`src/rtl/piso_stream_if.sv`:
```
// Load handshake and serial output bundle for piso_stream.
interface piso_stream_if #(
  parameter int unsigned WIDTH = 8
) ();
  logic [WIDTH-1:0] in_data;
  logic             in_valid;
  logic             in_ready;
  logic             msb_first;
  logic             shift_en;
  logic             out_bit;
  logic             out_valid;
  logic             out_last;
  logic             busy;

  // Upstream source / line driver side.
  modport master (
    output in_data, in_valid, msb_first, shift_en,
    input  in_ready, out_bit, out_valid, out_last, busy
  );

  // Serialiser side.
  modport slave (
    input  in_data, in_valid, msb_first, shift_en,
    output in_ready, out_bit, out_valid, out_last, busy
  );
endinterface

```
`src/rtl/piso_stream.sv`:
```
// Parallel-in/serial-out shifter with valid/ready load, per-word bit order and frame-last flag.
// Optional even-parity trailer bit when PISO_PARITY_EN is defined.
module piso_stream #(
  parameter int unsigned WIDTH = 8
) (
  input  logic         clk,
  input  logic         rst,
  piso_stream_if.slave bus
);

  localparam int unsigned CNT_W = $clog2(WIDTH + 2);
`ifdef PISO_PARITY_EN
  localparam int unsigned FRAME = WIDTH + 1;
`else
  localparam int unsigned FRAME = WIDTH;
`endif

  typedef enum logic {
    IDLE  = 1'b0,
    SHIFT = 1'b1
  } state_e;

  state_e             state_q, state_d;
  logic [WIDTH-1:0]   sreg_q, sreg_d;
  logic               order_q, order_d;
  logic [CNT_W-1:0]   cnt_q, cnt_d;
  logic               out_bit_q, out_bit_d;
  logic               out_valid_q, out_valid_d;
  logic               out_last_q, out_last_d;
  logic               busy_q, busy_d;
`ifdef PISO_PARITY_EN
  logic               parity_q, parity_d;
`endif
  logic               in_ready_c;
  logic               load_c;

  // Bit currently at the head of the register for the given order.
  function automatic logic head(input logic [WIDTH-1:0] v, input logic msb);
    return msb ? v[WIDTH-1] : v[0];
  endfunction

  // Drop the head bit; vacated positions fill with zero.
  function automatic logic [WIDTH-1:0] advance(input logic [WIDTH-1:0] v, input logic msb);
    return msb ? (v << 1) : (v >> 1);
  endfunction

  // Accept a word when idle, or on the final bit's advancing edge for zero-bubble chaining.
  always_comb begin
    in_ready_c = rst & ((state_q == IDLE) |
                        ((state_q == SHIFT) & out_last_q & bus.shift_en));
    load_c     = bus.in_valid & in_ready_c;
  end

  always_comb begin
    state_d     = state_q;
    sreg_d      = sreg_q;
    order_d     = order_q;
    cnt_d       = cnt_q;
    out_bit_d   = out_bit_q;
    out_valid_d = out_valid_q;
    out_last_d  = out_last_q;
    busy_d      = busy_q;
`ifdef PISO_PARITY_EN
    parity_d    = parity_q;
`endif

    case (state_q)
      IDLE: begin
        out_bit_d   = 1'b0;
        out_valid_d = 1'b0;
        out_last_d  = 1'b0;
        busy_d      = 1'b0;
      end
      SHIFT: begin
        if (bus.shift_en) begin
          if (cnt_q == '0) begin
            state_d     = IDLE;
            sreg_d      = '0;
            out_bit_d   = 1'b0;
            out_valid_d = 1'b0;
            out_last_d  = 1'b0;
            busy_d      = 1'b0;
          end else begin
            cnt_d      = cnt_q - CNT_W'(1);
            out_last_d = (cnt_q == CNT_W'(1));
            sreg_d     = advance(sreg_q, order_q);
`ifdef PISO_PARITY_EN
            out_bit_d  = (cnt_q == CNT_W'(1)) ? parity_q : head(sreg_d, order_q);
`else
            out_bit_d  = head(sreg_d, order_q);
`endif
          end
        end
      end
      default: state_d = IDLE;
    endcase

    // A load (idle or chained at frame end) overrides the frame-end / hold decisions.
    if (load_c) begin
      state_d     = SHIFT;
      sreg_d      = bus.in_data;
      order_d     = bus.msb_first;
      cnt_d       = CNT_W'(FRAME - 1);
      out_bit_d   = head(bus.in_data, bus.msb_first);
      out_valid_d = 1'b1;
      out_last_d  = 1'b0;
      busy_d      = 1'b1;
`ifdef PISO_PARITY_EN
      parity_d    = ^bus.in_data;
`endif
    end
  end

  always_ff @(posedge clk or negedge rst) begin
    if (!rst) begin
      state_q     <= IDLE;
      sreg_q      <= '0;
      order_q     <= 1'b0;
      cnt_q       <= '0;
      out_bit_q   <= 1'b0;
      out_valid_q <= 1'b0;
      out_last_q  <= 1'b0;
      busy_q      <= 1'b0;
`ifdef PISO_PARITY_EN
      parity_q    <= 1'b0;
`endif
    end else begin
      state_q     <= state_d;
      sreg_q      <= sreg_d;
      order_q     <= order_d;
      cnt_q       <= cnt_d;
      out_bit_q   <= out_bit_d;
      out_valid_q <= out_valid_d;
      out_last_q  <= out_last_d;
      busy_q      <= busy_d;
`ifdef PISO_PARITY_EN
      parity_q    <= parity_d;
`endif
    end
  end

  assign bus.in_ready  = in_ready_c;
  assign bus.out_bit   = out_bit_q;
  assign bus.out_valid = out_valid_q;
  assign bus.out_last  = out_last_q;
  assign bus.busy      = busy_q;

endmodule

```
`src/flat_wrapper.sv`:
```
// flat-port wrapper written by rule: the top's interface ports become plain ports
module piso_stream_flat 
#(
  parameter int unsigned WIDTH = 8
)
  (clk, rst, bus_in_data, bus_in_valid, bus_msb_first, bus_shift_en, bus_in_ready, bus_out_bit, bus_out_valid, bus_out_last, bus_busy);
  piso_stream_if #(.WIDTH(WIDTH)) bus_i ();
  input  logic clk;
  input  logic rst;
  input wire logic [$bits(bus_i.in_data)-1:0] bus_in_data;
  input wire logic [$bits(bus_i.in_valid)-1:0] bus_in_valid;
  input wire logic [$bits(bus_i.msb_first)-1:0] bus_msb_first;
  input wire logic [$bits(bus_i.shift_en)-1:0] bus_shift_en;
  output wire logic [$bits(bus_i.in_ready)-1:0] bus_in_ready;
  output wire logic [$bits(bus_i.out_bit)-1:0] bus_out_bit;
  output wire logic [$bits(bus_i.out_valid)-1:0] bus_out_valid;
  output wire logic [$bits(bus_i.out_last)-1:0] bus_out_last;
  output wire logic [$bits(bus_i.busy)-1:0] bus_busy;
  assign bus_i.in_data = bus_in_data;
  assign bus_i.in_valid = bus_in_valid;
  assign bus_i.msb_first = bus_msb_first;
  assign bus_i.shift_en = bus_shift_en;
  assign bus_in_ready = bus_i.in_ready;
  assign bus_out_bit = bus_i.out_bit;
  assign bus_out_valid = bus_i.out_valid;
  assign bus_out_last = bus_i.out_last;
  assign bus_busy = bus_i.busy;
  piso_stream #(.WIDTH(WIDTH)) u_core (.clk(clk), .rst(rst), .bus(bus_i));
endmodule
```
`config.mk`:
```
export PLATFORM = sky130hd
export DESIGN_NAME = piso_stream_flat
export DESIGN_NICKNAME = d
export VERILOG_FILES = /design/src/rtl/piso_stream_if.sv /design/src/rtl/piso_stream.sv /design/src/flat_wrapper.sv
export SDC_FILE = /design/constraint.sdc
export NUM_CORES = 1
export LEC_CHECK = 0
export ABC_AREA = 1
export CAP_MARGIN = 20
export CORE_MARGIN = 2
export CORE_UTILIZATION = 46
export CTS_CLUSTER_DIAMETER = 120
export DETAILED_ROUTE_END_ITERATION = 10
export PLACE_DENSITY = 0.74
export SLEW_MARGIN = 0
export SYNTH_ARGS = -nofsm -noshare
export SYNTH_HDL_FRONTEND = slang
export SYNTH_SLANG_ARGS = --single-unit
```
`constraint.sdc`:
```
create_clock -name clk -period 1.3 [get_ports clk]
set_input_delay 0.195 -clock clk [delete_from_list [all_inputs] [get_ports clk]]
set_output_delay 0.195 -clock clk [all_outputs]
set_load 0.03 [all_outputs]
```
Word level (Yosys, flattened, before mapping)
Cells that the tools add are included.
- input bits: 13
- logic and storage cells: 51
- flip-flop bits (word level): 17
- bitwise logic cells: 6
- reductions and logical operators: 6
- mux-type cells: 27
- add/sub/neg operators: 1
- equality and inequality tests: 4
- operators by type and width (operator ; count):
    8-bit two-way mux ; 5
    4-bit two-way mux ; 4
    1-bit two-way mux ; 15
    3-bit inequality test (second input constant) ; 2
    1-bit one-hot mux with 2 select lines ; 3
    1-bit AND ; 4
    4-bit by 1-bit == test with 1-bit output (second input constant) ; 1
    4-bit logical NOT ; 1
    2-bit AND reduction ; 2
    2-bit nonzero test ; 2
    4-bit by 1-bit subtractor with 4-bit output (second input constant) ; 1
    3-bit AND reduction ; 1
    2-bit by 1-bit inequality test with 1-bit output (second input constant) ; 1
    1-bit NOT ; 1
    1-bit bitwise OR ; 1

Logic depth before layout (Yosys ltp)
Gate-level depths: netlist (run 1).
- depth in word-level cells: 7
- gate-level depth with buffers: 10

Worst setup path after synthesis (run 1)
OpenSTA, ideal clock, no wires.
- path type: reg2reg
- from: register u_core.cnt_q[0]
- to: register u_core.out_bit_q (netlist: u_core.bus.out_bit)
- clock period less this slack: 1279 ps
- setup slack: 21 ps
- required time: 1183 ps
- arrival: 1162 ps
- stages on the path, launching flop included: 11
- setup time: 117 ps
- path through: dfrtp_1 -> inv_1 -> ha_1 -> nand2_1 -> buf_4 -> nand2_1 -> nor2_1 -> nand2_1 -> nand2_1 -> nand2_1 -> nand2_1
- longest elaborated chain between the ends: 5
- RTL lines (element ; line ; text):
    from (decl) ; piso_stream.sv:26 ; logic [CNT_W-1:0] cnt_q, cnt_d;
    from (signal assigned) ; piso_stream.sv:131 ; cnt_q <= cnt_d;
    4-bit logical NOT ; piso_stream.sv:76 ; if (cnt_q == '0) begin
    1-bit two-way mux ; piso_stream.sv:76 ;
    1-bit two-way mux ; piso_stream.sv:75 ; if (bus.shift_en) begin
    1-bit one-hot mux with 2 select lines ; piso_stream.sv:67 ; case (state_q)
    1-bit two-way mux ; piso_stream.sv:99 ; if (load_c) begin
    to (signal assigned) ; piso_stream.sv:132 ; out_bit_q <= out_bit_d;
    to (decl) ; piso_stream.sv:27 ; logic out_bit_q, out_bit_d;
No other way between the ends. The select of a mux whose other input is x is not followed.
A chain may end at the register's enable or synchronous reset.

Final worst setup path (run 1)
- from: register u_core.state_q
- to: output bus_in_ready
- longest elaborated chain between the ends: 4
- RTL lines (element ; line ; text):
    from (decl) ; piso_stream.sv:23 ; state_e state_q, state_d;
    from (signal assigned) ; piso_stream.sv:128 ; state_q <= state_d;
    1-bit AND (2 in series) ; piso_stream.sv:50 ; ((state_q == SHIFT) & out_last_q & bus.shift_en));
    1-bit bitwise OR * ; piso_stream.sv:49 ; in_ready_c = rst & ((state_q == IDLE) |
    1-bit AND * ; piso_stream.sv:49 ;
    to (decl) ; flat_wrapper.sv:14 ; output wire logic [$bits(bus_i.in_ready)-1:0] bus_in_ready;
Mark *: on every way between the ends. The rest lies on a longest branch, timed or not.

==> results of run 1 <==
timing repair:
| item | CTS | global route |
|---|---|---|
| endpoints found under the hold margin | 0 | 0 |
| setup buffers | 2 | 0 |
| gates cloned | 0 | 1 |
| pin swaps | 1 | 3 |
| endpoints found under the setup margin | 6 | 17 |
| resized for setup | 11 | 13 |
final timing paths:
path,startpoint,end,slack [ns],cells after the start
min reg2reg,u_core.bus.out_valid$_DFFE_PN0P_,u_core.bus.out_valid$_DFFE_PN0P_,0.52,2
min,rst,u_core.bus.out_last$_DFFE_PN0P_,0.12,3
max,u_core.state_q$_DFF_PN0_,bus_in_ready,0.005,5
max reg2reg,u_core.state_q$_DFF_PN0_,u_core.sreg_q[1]$_DFFE_PN0P_,0.005,6
min in group clk,bus_shift_en,u_core.bus.out_bit$_DFFE_PN0P_,0.36,4
max in group asynchronous,rst,u_core.sreg_q[6]$_DFFE_PN0P_,0.99,3
final cells by class:
cell class              instances  area [sq um]  area share [%]
multi-input cells              96         526.8           37.26
flip-flops and latches         17         425.4           30.09
repair buffers                 39         347.8           24.60
inverters                      14         53.80           3.805
well taps                      27         33.78           2.389
clock buffers                   4         26.28           1.858
per-layer routing:
| metal | global-route usage, % | vias to the layer above | part of all wire (%) |
|---|---|---|---|
| met5 | 0 | - | 0 |
| met4 | 5.405 | 0 | 0 |
| met3 | 3.869 | 0 | 6.8 |
| met2 | 35.31 | 43 | 49 |
| met1 | 25.80 | 480 | 44 |
| li1 | - | 519 | - |
cells in the mapped netlist:
| cell type | number | area [sq um] |
|---|---|---|
| nand3_1 | 26 | 130.1 |
| nand2_1 | 41 | 153.9 |
| dfrtp_1 | 17 | 425.4 |
| xor2_1 | 1 | 8.760 |
| a21oi_1 | 2 | 10.01 |
| clkinv_2 | 1 | 5.000 |
| ha_1 | 2 | 25.02 |
| nor2_1 | 1 | 3.750 |
| inv_2 | 2 | 7.510 |
| o21ai_0 | 9 | 45.04 |
| o211ai_2 | 1 | 12.51 |
| o211ai_1 | 1 | 7.510 |
| buf_4 | 5 | 37.54 |
| nand4_4 | 1 | 21.27 |
| nor2_2 | 1 | 6.260 |
| nand2_4 | 2 | 22.52 |
| nand4_1 | 6 | 37.54 |
| o22ai_1 | 1 | 6.260 |
| inv_1 | 11 | 41.29 |
report_power, final:
part	switching [mW]	internal, mW
Combinational	0.854	0.666
Clock	0.160	0.119
Sequential	0.154	0.738
Total	1.17	1.52
through the flow:
stage | setup slack [ns] | power (mW) | TNS [ns] | instance area, sq um | std cells
final | 0.005073 | 2.691 | 0 | 1414 | 197
after global routing | -0.05993 | 2.914 | -0.4187 | 1414 | 197
after detailed placement | -0.2312 | 2.256 | -2.819 | 1321 | 190
after CTS | -0.007842 | 2.593 | -0.007842 | 1374 | 196
after floorplan | 0.02078 | 1.762 | 0 | 1007 | 131
after global placement | -0.1894 | 2.214 | -2.238 | 1321 | 190
critical path, cell delays in order (launching register included):
cell and delay [ns]:
dfrtp_1 0.41, buf_6 0.13, o21ai_2 0.04, nand2_1 0.06, inv_1 0.06, buf_6 0.12
sequential cells by signal, summed over array words and instances, names as in the netlist:
register and cells:
u_core.sreg_q 8, u_core.cnt_q 4, u_core.bus.out_bit 1, u_core.bus.out_last 1
u_core.bus.out_valid 1, u_core.order_q 1, u_core.state_q 1
cells by family (layout without fill, tap and decap cells):
kind of cell	Yosys count	in the layout	synth area share [%]
xor gates and xnor gates	1	1	0.8697
adders and majority gates	2	2	2.484
buffers and inverters	19	57	9.069
and+or+nand+nor	78	79	37.27
DFF	17	17	42.24
AOI/OAI and AO/OA	14	14	8.075
==> results.py, run 1 <==
metrics = {
    "status": {
        "outcome": "finished, final reports clean",
    },
    "place": {
        "port_buffers": 17,
        "hpwl_um": 1742,
        "place_congestion": 0.8837,
    },
    "drt": {
        "antenna_left": 0,
        "drc": 0,
        "vias_per_cell": 5.289,
        "dr_total_vias": 1042,
        "wire_per_inst_um": 12.38,
        "wl_um": 2439,
        "dr.pass1.iters": 4,
        "drtIter0Drc": 37,
    },
    "cts": {
        "clockBufferDepth": 2,
        "cts_hold_buf": 0,
        "htree_num_levels": 1,
        "cts_root_buffer": "clkbuf_4",
        "cts_sinks": 17,
        "path_clk_slew_ns": 0.10,
        "cts_tree": "built",
        "cts_made_buffers": 3,
        "worstSkewPairLatency_ns": 0.28,
    },
    "die": {
        "rows": 16,
        "dieArea_sq_um": 2580,
        "core_sq_um": 2022,
        "die_x_um": 50.80,
        "die_h_um": 50.80,
        "initial_utilization_pct": 49.81,
        "ios": 18,
    },
    "power": {
        "vdd_drop_max_mv": 1.158,
        "power_density_nw_per_um2": 1904,
        "p_leak_nw": 0.7304,
    },
    "yosys": {
        "syn_inst": 131,
        "yosysWarnings": 0,
        "syn_avg_cell_area_sq_um": 7.689,
        "syn-cell-area_sq_um": 1007,
        "ys_seq_area_share_pct": 42.24,
        "synth.distinct_cells": 19,
        "ys_seq_elements": 17,
        "syn-num-nets": 146,
    },
    "timing": {
        "relSlewSlack_pct": 80.23,
        "skew_ns": 0.002408,
        "rsz0062_at_grt": "yes",
        "hold_viol_final": 0,
        "worstMarginPinSlew_ns": 0.2977,
        "hold_slack_ns": 0.1220,
        "setup_viol": 0,
        "fmax_ghz": 0.7722,
        "fin_crit_sh_pct": 99.61,
        "post-route-min-period_ns": 1.295,
        "drv_slew": 0,
    },
    "global_routing": {
        "grt_pass1_vias": 932,
        "grt_pass1_wl_um": 3926,
        "grt_usage_pct": 20.35,
        "grt_max_degree": 18,
        "overflow": 0,
        "antenna_found_initial": 0,
    },
    "finish": {
        "fin_nets": 186,
        "drive_above_1_share_pct": 25.88,
        "diodes": 0,
        "num-fill-cells": 176,
        "final_cell_mix": "38 x nand2_1, 25 x nand3_1, 19 x buf_4, 17 x dfrtp_1, 10 x clkdlybuf4s50_1",
        "final_util_pct": 69.93,
        "mostFrequentLayoutCell": "nand2_1",
        "area.growth.synth_to_final_pct": 40.37,
    },
    "critical_path": {
        "cp-end-kind": "output pin",
        "worstPathMaxFanout": 2,
        "critical_path_required_ns": 1.11,
        "startpoint_type": "flop",
        "cp.arrival_ns": 1.10,
        "path_class": "flop to output pin",
    },
    "flow_run": {
        "cap_violations": 0,
    },
    "worst_hold_path": {
        "hold_class": "primary input to asynchronous set/reset pin",
    },
}
Power figures use the tool's default switching activity.
==> inputs of run 2 (changes only) <==
CORE_UTILIZATION = 50   (was 46)
PLACE_DENSITY = 0.76   (was 0.74)
clock period = 1.4 ns   (was 1.3 ns; I/O delays follow)
==> results.py, run 2 (synthesis results as in run 1) <==
metrics = {
    "timing": {
        "hold_slack_ns": 0.3217,
        "hold_viol_final": 0,
        "setup_viol": 0,
        "fmax_ghz": 0.7479,
        "drv_slew": 0,
        "relSlewSlack_pct": 79.42,
        "skew_ns": 0.004947,
        "finalSetupTns_ns": 0,
        "worstMarginPinSlew_ns": 0.3100,
        "fin_crit_sh_pct": 95.50,
        "post-route-min-period_ns": 1.337,
    },
    "drt": {
        "drc": 0,
        "dr.pass1.iters": 4,
        "vias_per_cell": 5.198,
        "wire_per_inst_um": 11.99,
        "antenna_left": 0,
        "drtIter0Drc": 24,
        "wl_um": 2303,
        "dr_total_vias": 998,
    },
    "cts": {
        "clockBufferDepth": 2,
        "cts_sinks": 17,
        "cts_root_buffer": "clkbuf_4",
        "path_clk_slew_ns": 0.10,
        "cts_made_buffers": 3,
        "worstSkewPairLatency_ns": 0.28,
        "cts_hold_buf": 0,
        "htree_num_levels": 1,
        "cts_tree": "built",
    },
    "global_routing": {
        "overflow": 0,
        "grt_pass1_wl_um": 3953,
        "grt_pass1_vias": 923,
        "antenna_found_initial": 0,
        "grt_max_degree": 15,
        "grt_usage_pct": 21.07,
    },
    "die": {
        "dieArea_sq_um": 2389,
        "rows": 16,
        "core_sq_um": 1922,
        "ios": 18,
        "initial_utilization_pct": 52.41,
        "die_x_um": 48.88,
        "die_h_um": 48.88,
    },
    "finish": {
        "num-fill-cells": 163,
        "drive_above_1_share_pct": 20.00,
        "reg_top3": "u_core.sreg_q (8), u_core.cnt_q (4)",
        "largest_reg_flops": 8,
        "final_util_pct": 70.77,
        "final_cell_mix": "40 x nand2_1, 26 x nand3_1, 17 x dfrtp_1, 16 x buf_4",
        "mostFrequentLayoutCell": "nand2_1",
        "stdcell_area_sq_um": 1360,
        "diodes": 0,
        "fin_nets": 181,
        "area.growth.synth_to_final_pct": 35.03,
        "largest-register": "u_core.sreg_q",
    },
    "power": {
        "p_clk_share_pct": 10.7,
        "combPwrFrac_pct": 55.0,
        "switching_share_pct": 43.08,
        "p_switching_mw": 1.032,
        "vdd_drop_max_mv": 1.007,
        "power_frac_seq_pct": 34.2,
        "power_density_nw_per_um2": 1762,
        "power.internal_mw": 1.364,
        "p_leak_nw": 0.7134,
    },
    "status": {
        "outcome": "finished, final reports clean",
    },
    "place": {
        "place_congestion": 0.8221,
        "place_area_sq_um": 1304,
        "port_buffers": 17,
        "hpwl_um": 1816,
    },
    "flow_run": {
        "cap_violations": 0,
    },
    "critical_path": {
        "worstPathMaxFanout": 4,
        "critical_path_required_ns": 1.19,
        "cp.arrival_ns": 1.13,
        "cp-end-kind": "output pin",
        "startpoint_type": "flop",
        "path_class": "flop to output pin",
    },
    "worst_hold_path": {
        "hold_class": "primary input to asynchronous set/reset pin",
    },
}
## run 2: per-stage QoR
| step | setup slack, ns | power, mW | instances |
|---|---|---|---|
| floorplan | 0.1208 | 1.636 | 131 |
| global placement | -0.06577 | 2.023 | 186 |
| detailed placement | -0.1107 | 2.078 | 186 |
| CTS | 0.01890 | 2.349 | 191 |
| global route | -0.006310 | 2.601 | 192 |
| finish | 0.06301 | 2.397 | 192 |
## run 2: path summary, 6_finish.rpt
check,startpoint,endpoint,slack (ns),cells after the start
worst max-delay path,u_core.state_q$_DFF_PN0_,bus_in_ready,0.06,5
worst min-delay path,rst,u_core.bus.out_last$_DFFE_PN0P_,0.32,2
worst max register to register,u_core.state_q$_DFF_PN0_,u_core.bus.out_bit$_DFFE_PN0P_,0.09,8
worst min register to register,u_core.bus.out_valid$_DFFE_PN0P_,u_core.bus.out_valid$_DFFE_PN0P_,0.50,2
max in group asynchronous,rst,u_core.sreg_q[2]$_DFFE_PN0P_,0.87,3
min in group clk,bus_shift_en,u_core.bus.out_last$_DFFE_PN0P_,0.42,5
## run 2: critical path, stage by stage, from the launching register on
cell and delay (ns):
dfrtp_1 0.40, buf_6 0.14, o21ai_2 0.05, nand2_1 0.07, inv_1 0.06, buf_6 0.12
## run 2: layout make-up
| class | count | area, sq um | share of cell area (%) |
|---|---|---|---|
| multi-input combinational | 95 | 499.2 | 36.71 |
| sequential | 17 | 425.4 | 31.28 |
| timing repair buffer | 35 | 320.3 | 23.55 |
| inverter | 14 | 55.05 | 4.048 |
| tap | 27 | 33.78 | 2.484 |
| clock buffer | 4 | 26.28 | 1.932 |
## run 2: repair_timing
item,4_1_cts,5_1_grt
pin swaps,0,2
gates resized for setup,6,6
setup endpoints to repair,6,5
buffers inserted,1,1
## run 2: power by group through the flow
stage               clock, mW  combinational (mW)  sequential [mW]
CTS                     0.266                1.27            0.817
global placement            0                1.19            0.830
detailed placement          0                1.23            0.844
floorplan                   0               0.787            0.849
global route            0.293                1.47            0.838
finish                  0.258                1.32            0.820
## run 2: metal layers
metal  vias to the layer above  global-route usage (%)  share of wire (%)
li1                        504                       -                  -
met1                       465                   27.63                 47
met2                        25                   35.84                 48
met3                         4                   4.294                3.4
met4                         0                   4.762                1.1
met5                         -                       0                  0
